`config.mk`:
```
export PLATFORM = sky130hd
export DESIGN_NAME = sram_bist_seq
export DESIGN_NICKNAME = d
export VERILOG_FILES = /design/src/rtl/sram_bist_pkg.sv /design/src/rtl/sram_bist_lfsr.sv /design/src/rtl/sram_bist_seq.sv
export SDC_FILE = /design/constraint.sdc
export NUM_CORES = 1
export LEC_CHECK = 0
export ABC_AREA = 1
export BUFFER_PORTS_ARGS = -buffer_cell sky130_fd_sc_hd__buf_2
export CAP_MARGIN = 10
export CORE_MARGIN = 5
export CORE_UTILIZATION = 30
export CTS_BUF_LIST = sky130_fd_sc_hd__clkbuf_16
export DETAILED_ROUTE_END_ITERATION = 6
export PLACE_DENSITY_LB_ADDON = 0.3
export SYNTH_ARGS = -nofsm -noshare
export SYNTH_HDL_FRONTEND = slang
export SYNTH_SLANG_ARGS = --single-unit
```
`constraint.sdc`:
```
create_clock -name clk_i -period 1.8 [get_ports clk_i]
set_input_delay 0.09 -clock clk_i [delete_from_list [all_inputs] [get_ports clk_i]]
set_output_delay 0.09 -clock clk_i [all_outputs]
set_load 0.02 [all_outputs]
```
`src/rtl/sram_bist_pkg.sv`:
```
// Shared types and constants for the SRAM write/verify BIST engine.
// Includes the LFSR step used by both the write and the read phase.
package sram_bist_pkg;

  typedef enum logic [2:0] {
    StIdle,
    StWrite,
    StReadReq,
    StReadWait,
    StDone
  } bist_state_e;

  localparam logic [31:0] LfsrPoly    = 32'h8020_0003;
  localparam logic [31:0] DefaultSeed = 32'h0000_0001;
  localparam int          ErrCntW     = 16;

  // Right-shifting Galois form: feedback from bit 0 into the tap mask.
  function automatic logic [31:0] lfsr_next(input logic [31:0] s);
    return {1'b0, s[31:1]} ^ (s[0] ? LfsrPoly : 32'h0);
  endfunction

endpackage

```
`src/rtl/sram_bist_lfsr.sv`:
```
// 32-bit Galois LFSR with synchronous load and step enable.
// Load wins over enable so a reload can coincide with the last step.
module sram_bist_lfsr
  import sram_bist_pkg::*;
(
  input  logic        clk_i,
  input  logic        rst_ni,
  input  logic        load_i,
  input  logic [31:0] seed_i,
  input  logic        en_i,
  output logic [31:0] state_o
);

  always_ff @(posedge clk_i or negedge rst_ni) begin
    if (!rst_ni) begin
      state_o <= '0;
    end else if (load_i) begin
      state_o <= seed_i;
    end else if (en_i) begin
      state_o <= lfsr_next(state_o);
    end
  end

endmodule

```
`src/rtl/sram_bist_seq.sv`:
```
// Write-then-verify BIST sequencer for the SRAM request port of a
// TL-UL bridge: fills a window with an LFSR pattern and reads it back.
module sram_bist_seq
  import sram_bist_pkg::*;
#(
  parameter int SramAw        = 12,
  parameter int SramDw        = 32,
  parameter int TimeoutCycles = 64
) (
  input  logic               clk_i,
  input  logic               rst_ni,
  input  logic               start_i,
  input  logic [SramAw-1:0]  start_addr_i,
  input  logic [SramAw-1:0]  last_addr_i,
  input  logic [31:0]        seed_i,
  output logic               mem_req,
  output logic               mem_write,
  output logic [SramAw-1:0]  mem_addr,
  output logic [SramDw-1:0]  mem_wdata,
  input  logic               mem_rvalid,
  input  logic [SramDw-1:0]  mem_rdata,
  input  logic [1:0]         mem_error,
  output logic               busy_o,
  output logic               done_o,
  output logic               pass_o,
  output logic               timeout_o,
  output logic [ErrCntW-1:0] err_cnt_o,
  output logic [SramAw-1:0]  first_err_addr_o
);

  localparam int TmoW = $clog2(TimeoutCycles + 1);
  localparam logic [TmoW-1:0] TmoLast = TmoW'(TimeoutCycles - 1);

  bist_state_e       state_q;
  logic [SramAw-1:0] addr_q;
  logic [SramAw-1:0] start_q;
  logic [SramAw-1:0] last_q;
  logic [31:0]       seed_q;
  logic [31:0]       seed_in;
  logic [31:0]       lfsr_seed;
  logic [31:0]       lfsr_q;
  logic [TmoW-1:0]   tmo_q;
  logic [ErrCntW-1:0] err_inc;
  logic              lfsr_load;
  logic              lfsr_en;
  logic              at_last;
  logic              rd_fail;
  logic              empty_win;
  logic              first_fail;

  assign seed_in    = (seed_i == '0) ? DefaultSeed : seed_i;
  assign at_last    = addr_q == last_q;
  assign empty_win  = last_addr_i < start_addr_i;
  assign rd_fail    = (mem_rdata != lfsr_q) || (mem_error != 2'b00);
  assign err_inc    = (&err_cnt_o) ? err_cnt_o : err_cnt_o + ErrCntW'(1);
  assign first_fail = err_cnt_o == '0;

  // Same sequence serves both phases: reload on the last write.
  assign lfsr_load = (state_q == StIdle && start_i && !empty_win)
                  || (state_q == StWrite && at_last);
  assign lfsr_seed = (state_q == StIdle) ? seed_in : seed_q;
  assign lfsr_en   = (state_q == StWrite)
                  || (state_q == StReadWait && mem_rvalid);

  assign mem_addr  = addr_q;
  assign mem_wdata = lfsr_q;

  sram_bist_lfsr u_lfsr (
    .clk_i   (clk_i),
    .rst_ni  (rst_ni),
    .load_i  (lfsr_load),
    .seed_i  (lfsr_seed),
    .en_i    (lfsr_en),
    .state_o (lfsr_q)
  );

  always_ff @(posedge clk_i or negedge rst_ni) begin
    if (!rst_ni) begin
      state_q          <= StIdle;
      addr_q           <= '0;
      start_q          <= '0;
      last_q           <= '0;
      seed_q           <= '0;
      tmo_q            <= '0;
      mem_req          <= 1'b0;
      mem_write        <= 1'b0;
      busy_o           <= 1'b0;
      done_o           <= 1'b0;
      pass_o           <= 1'b0;
      timeout_o        <= 1'b0;
      err_cnt_o        <= '0;
      first_err_addr_o <= '0;
    end else begin
      done_o <= 1'b0;
      unique case (state_q)
        StIdle: begin
          if (start_i) begin
            start_q          <= start_addr_i;
            last_q           <= last_addr_i;
            seed_q           <= seed_in;
            addr_q           <= start_addr_i;
            err_cnt_o        <= '0;
            first_err_addr_o <= '0;
            timeout_o        <= 1'b0;
            if (empty_win) begin
              state_q <= StDone;
              done_o  <= 1'b1;
              pass_o  <= 1'b1;
            end else begin
              state_q   <= StWrite;
              pass_o    <= 1'b0;
              mem_req   <= 1'b1;
              mem_write <= 1'b1;
              busy_o    <= 1'b1;
            end
          end
        end
        StWrite: begin
          if (at_last) begin
            state_q   <= StReadReq;
            addr_q    <= start_q;
            mem_write <= 1'b0;
          end else begin
            addr_q <= addr_q + SramAw'(1);
          end
        end
        StReadReq: begin
          state_q <= StReadWait;
          mem_req <= 1'b0;
          tmo_q   <= '0;
        end
        StReadWait: begin
          if (mem_rvalid) begin
            if (rd_fail) begin
              err_cnt_o <= err_inc;
              if (first_fail) first_err_addr_o <= addr_q;
            end
            if (at_last) begin
              state_q <= StDone;
              done_o  <= 1'b1;
              busy_o  <= 1'b0;
              pass_o  <= !rd_fail && first_fail;
            end else begin
              state_q <= StReadReq;
              mem_req <= 1'b1;
              addr_q  <= addr_q + SramAw'(1);
            end
          end else if (tmo_q == TmoLast) begin
            timeout_o <= 1'b1;
            err_cnt_o <= err_inc;
            if (first_fail) first_err_addr_o <= addr_q;
            state_q   <= StDone;
            done_o    <= 1'b1;
            busy_o    <= 1'b0;
            pass_o    <= 1'b0;
          end else begin
            tmo_q <= tmo_q + TmoW'(1);
          end
        end
        StDone: state_q <= StIdle;
        default: state_q <= StIdle;
      endcase
    end
  end

endmodule

```
## Yosys cells after proc, flatten, opt, wreduce, memory -nomap -nowiden

Cells that the tools add are included.

| storage, ports and cells | value |
|---|---|
| flip-flop bits (word level) | 144 |
| latch bits | 0 |
| bits in writable memories | 0 |
| bits in read-only memories | 0 |
| bits of input ports | 94 |
| output and inout bits | 78 |
| logic and storage cells | 124 |
| memories kept | 0 |

| cells by class | value |
|---|---|
| add/sub/neg operators | 3 |
| multipliers | 0 |
| divide/modulo/power cells | 0 |
| order comparisons | 1 |
| equality and inequality tests | 17 |
| shift operators | 0 |
| mux-type cells | 56 |
| bitwise gates (word level) | 1 |
| reduce and logical (&&, ||, !) cells | 31 |

Operators by type and width:

| kind | count |
|---|---|
| 32-bit two-way mux | 5 |
| 12-bit two-way mux | 9 |
| 16-bit two-way mux | 5 |
| 12-bit case mux with 3 select lines | 1 |
| 32-bit logical NOT | 1 |
| 32-bit != test | 1 |
| 16-bit case mux with 2 select lines | 1 |
| 31-bit by 32-bit bitwise XOR with 32-bit output | 1 |
| 12-bit case mux with 2 select lines | 1 |
| 4-bit AND reduction | 5 |
| 1-bit two-way mux | 18 |
| 3-bit two-way mux | 6 |
| 16-bit by 1-bit adder with 16-bit output, second input constant | 1 |
| 16-bit logical NOT | 1 |
| 16-bit AND reduction | 1 |
| 7-bit two-way mux | 2 |
| 2-bit != test, second input constant | 7 |
| 7-bit case mux with 2 select lines | 1 |
| 12-bit by 1-bit adder with 12-bit output, second input constant | 1 |
| 12-bit == test | 1 |
| 12-bit less-than comparator | 1 |
| 3-bit case mux with 4 select lines | 1 |
| 1-bit case mux with 2 select lines | 5 |
| 5-bit AND reduction | 2 |
| other kinds (16) | 31 |

## Longest topological paths before layout

| depth | value |
|---|---|
| word-level depth | 7 |
| mapped depth | 14 |
| gate-level depth less buffers | 13 |

## By module

Synthesis repeated with hierarchy kept, for this count alone.

| unflattened totals | value |
|---|---|
| cells, all modules | 1353 |
| area total of the unflattened synthesis | 9108.7 µm² |

By module, submodules not included:

| module | instances | cells an instance | area each (µm²) | sequential area each (µm²) |
|---|---|---|---|---|
| sram_bist_seq | 1 | 1167 | 7653.6 | 2802.7 |
| sram_bist_lfsr | 1 | 186 | 1455.1 | 800.8 |

## Least setup slack after synthesis

No wires, ideal clock.

| timing | value |
|---|---|
| path type | register to register |
| start point | register addr_q[7] (netlist: mem_addr[7]) |
| end point | register addr_q[8] (netlist: mem_addr[8]) |
| setup time | 0.117 ns |
| arrival time | 1.643 ns |
| required time | 1.683 ns |
| path slack | 0.040 ns |
| stages on the path, launching flop included | 12 |
| path through | dfrtp_1 -> xnor2_1 -> nand2_1 -> nor2_4 -> nand3_1 -> nand2_1 -> nand2_1 -> nand2_1 -> buf_2 -> nor2_1 -> nand2_1 -> nand2_1 |

| between the ends | value |
|---|---|
| longest elaborated chain between the ends | 4 |
| elaborated cells on any way between the ends | 8 |
| those cells by class | add/sub (1); eq/ne (2); mux (4); reduce/logical (1) |

RTL lines:

| element | line | RTL |
|---|---|---|
| from (decl) | sram_bist_seq.sv:35 | `logic [SramAw-1:0] addr_q;` |
| from (signal assigned) | sram_bist_seq.sv:101 | `addr_q <= start_addr_i;` |
| from (signal assigned) | sram_bist_seq.sv:121 | `addr_q <= start_q;` |
| from (signal assigned) | sram_bist_seq.sv:124 | `addr_q <= addr_q + SramAw'(1);` |
| 12-bit by 1-bit adder with 12-bit output | sram_bist_seq.sv:124, sram_bist_seq.sv:146 |  |
| 12-bit two-way mux | sram_bist_seq.sv:138 | `if (at_last) begin` |
| 12-bit two-way mux | sram_bist_seq.sv:133 | `if (mem_rvalid) begin` |
| 12-bit case mux with 3 select lines | sram_bist_seq.sv:95 | `unique case (state_q)` |

Several ways; a longest one is shown, not always the timed one. The select of a mux whose other input is x is not followed.
A chain may end at the register's enable or synchronous reset.

## Worst setup path after layout

| timing | value |
|---|---|
| start point | register state_q[2] |
| end point | register first_err_addr_o[3] |

| between the ends | value |
|---|---|
| longest elaborated chain between the ends | 3 |
| elaborated cells on any way between the ends | 8 |
| those cells by class | eq/ne (4); mux (1); reduce/logical (3) |

RTL lines:

| element | line | RTL |
|---|---|---|
| from (decl) | sram_bist_seq.sv:34 | `bist_state_e state_q;` |
| from (signal assigned) | sram_bist_seq.sv:79 | `state_q <= StIdle;` |
| from (signal assigned) | sram_bist_seq.sv:106 | `state_q <= StDone;` |
| from (signal assigned) | sram_bist_seq.sv:110 | `state_q <= StWrite;` |
| 3-bit by 2-bit == test with 1-bit output / 3-bit logical NOT (equally long branches) | sram_bist_seq.sv:95 |  |
| 3-bit != test (no source line), or another cell as far along | - |  |
| 4-bit AND reduction (no source line) | - |  |
| to (signal assigned) | sram_bist_seq.sv:136 | `if (first_fail) first_err_addr_o <= addr_q;` |
| to (signal assigned) | sram_bist_seq.sv:151 | `if (first_fail) first_err_addr_o <= addr_q;` |
| to (decl) | sram_bist_seq.sv:28 | `output logic [SramAw-1:0] first_err_addr_o` |

Several ways; a longest one is shown, not always the timed one.

==> metrics.yaml <==
drc: 0
overflow: 0
hold_class: "primary input to flip-flop"
final_area_mm2: 0.0131
rows: 63
cap_violations: 0
tns_ps: 0
grt_antenna_before_repair: 0
rsz0062_at_grt: "yes"
cp-end-kind: "flip-flop"
insertion_delay_ps: 430
core_mm2: 0.0296
final-setup-viol-count: 0
slew_headroom: 0.663
clk_pin_slew_ps: 60
post-place-cells: 2014
intPower_uw: 11400
synth.area.top_cells: "dfrtp_1 40%, nand2_1 19%, nor2_1 8.4%, inv_1 7.1%, o21ai_0 5.6%"
synth.top_cells.by_count: "447 x nand2_1, 202 x nor2_1, 170 x inv_1, 144 x dfrtp_1, 100 x o21ai_0"
fmax_mhz: 563
synth_top_area_cell: "dfrtp_1"
drive_gt1_frac: 0.293
die_area_mm2: 0.0336
ir_drop_v: 0.000773
cts_inserted_buffers: 17
grt_pass1_vias: 9224
synth_cell_type_count: 29
die-height_um: 183
grt_pass1_wl_um: 46900
numPortBuffers: 171
path_buf_inv: 1
power_frac_clock: 0.164
p_comb_frac: 0.575
cp.required_ps: 2120
fin_cells: 2116
slowest_stage: "dfrtp_1"
path_max_fanout: 9
r2r-start: "state_q[2]"
yosysMostFrequentCell: "nand2_1"
report.final.slew_viol_count: 0
netlist.area_leader.share: 0.400
post-route-period-util: 0.987
die_w_um: 183
initial_core_util: 0.304
root_buffer: "clkbuf_16"
io_pins: 172
synth_seq_cells: 144
use_met2: 0.270
grt_usage: 0.172
grt.busiest_layer: "met2"
drtIter0Drc: 670
grt_max_degree: 93
antenna_left: 0
status: "complete, no violations"
dr.pass1.iters: 5
clockBufferDepth: 2
syn_nets: 1464
critPathTopFamily: "simple AND/OR/NAND/NOR gates"
asyncSetResetFlopFracSynth: 1.00
synth-edff-count: 0
cts.sinks: 144
pwr-share-seq: 0.261
power_density_mw_per_mm2: 1590
synth_ff_type: "dfrtp_1"
vias: 9635
met3_usage: 0.0296
critPathLaunch: "state_q[2]"
hp-start: "seed_i[27]"
switching_share: 0.457
ys_seq_area_frac: 0.400
yosysWarningCount: 0
syn_inst: 1355
finalCriticalPeriod_ps: 1780
cts_tree: "built"
met1_usage: 0.243
place.gp.congestion: 0.867
slowest_delay_ps: 400
hpwl_um: 21700
worstSetupPathType: "flip-flop to flip-flop"
crit_path_start_kind: "flip-flop"
wl_per_cell_um: 14.3
antennaDiodeCount: 0
via_per_inst: 4.55
cp.arrival_ps: 2100
syn_to_final_growth_pct: 45.6
drt_wl_total_um: 30300
leakagePower_uw: 0.00695
path_cells: "nor2_2, nand2_2, nor2_4, nand2_1, nor2_2, nand2_2, nor2_4, nand2_4, clkbuf_16, nand4_1, nand2_1"
nNetsFinal: 1822
place_area_mm2: 0.0114
syn_area_mm2: 0.00902
final_util: 0.443
tightest_slew_ps: 505
avgSynthCellArea_um2: 6.65
switching_power_uw: 9550
h-tree-depth: 4
hold_viol_final: 0
fin_worst_skew_ps: 15.8
[cell usage in the layout (no fill, tap or decap), drive strengths merged]
master	synthesis	routed
nand2	450	450
buf	28	341
nor2	209	209
inv	181	186
dfrtp	144	144
o21ai	100	100
nand3	68	68
nand4	53	53
dlygate4sd3	0	42
clkbuf	25	24
xor2	20	20
xnor2	18	18
ha	15	15
a21oi	13	13
nor3	12	12
or2	11	11
clkinv	0	9
a31oi	2	2
o2111ai	2	2
clkinvlp	0	2
o31ai	1	1
a22o	1	1
nand3b	1	1
a21boi	1	1
bufinv	0	1
[routing by layer]
metal	vias up	wire [um]
met3	45	1420
met4	0	672
met5	-	0
met2	249	13800
li1	4932	-
met1	4409	14400
[final timing paths]
kind                                        to  slack [ps]  cells past startpoint
max                        first_err_addr_o[3]          20                     11
min                                 seed_q[27]          20                      3
max reg2reg                first_err_addr_o[3]          20                     11
min reg2reg                first_err_addr_o[1]         470                      2
max in group asynchronous    u_lfsr.state_o[5]         990                      3
min in group asynchronous           seed_q[27]         200                      2
[worst reg2reg max path, stage by stage (launching register included)]
cell and delay (ps):
dfrtp_1 400, nor2_2 150, nand2_2 100, nor2_4 120, nand2_1 100, nor2_2 130
nand2_2 80, nor2_4 120, nand2_4 130, clkbuf_16 200, nand4_1 70, nand2_1 60
[per-stage QoR]
step | hold slack, ps | power (uW) | worst slack (ps)
after detailed placement | 80.6 | 15900 | -271
after CTS | 9.40 | 19600 | 4.61
final | 19.5 | 20900 | 24.1
after global placement | 79.3 | 15800 | -274
after floorplan | -206 | 11700 | 39.9
after global routing | 41.6 | 22700 | -106
[cell families (layout without fill, tap and decap cells)]
group / after synthesis / count (layout) / share of synthesized area
XOR/XNOR: 38 / 38 / 0.0369
buffers and inverters: 234 / 605 / 0.104
AND/OR/NAND/NOR: 804 / 804 / 0.370
flip-flops: 144 / 144 / 0.400
adder cells (fa/ha/maj): 15 / 15 / 0.0208
AO/OA/AOI/OAI: 120 / 120 / 0.0687
[state kept, by name (all words and copies together) (netlist names), 3 cells and up]
name              flops
first_err_addr_o     12
last_q               12
state_q               3
mem_addr             12
tmo_q                 7
start_q              12
err_cnt_o            16
seed_q               32
u_lfsr.state_o       32
[final cells by class]
class	count	area (um^2)
multi-input combinational	977	4820
clock inverter	15	134
timing repair inverter	2	17.5
timing repair buffer	390	2940
clock buffer	17	425
inverter	181	699
sequential	144	3610
tap	390	488
fill	3066	16500
[power groups by stage]
stage / registers (uW) / logic (uW) / clock network [uW]
after floorplan: 6170 / 5550 / 0
after global placement: 5440 / 10300 / 0
after detailed placement: 5480 / 10400 / 0
after CTS: 5430 / 10600 / 3520
after global routing: 5620 / 13400 / 3670
final: 5460 / 12000 / 3430
[what timing repair did]
| action | CTS | global route |
|---|---|---|
| gates resized for setup | 21 | 118 |
| pin swaps | 5 | 51 |
| buffers inserted | 2 | 16 |
| setup endpoints to repair | 69 | 78 |
| hold buffers | 42 | 0 |
| gates cloned | 0 | 11 |
| endpoints found under the hold margin | 84 | 0 |
(Power assumes the default switching activity.)
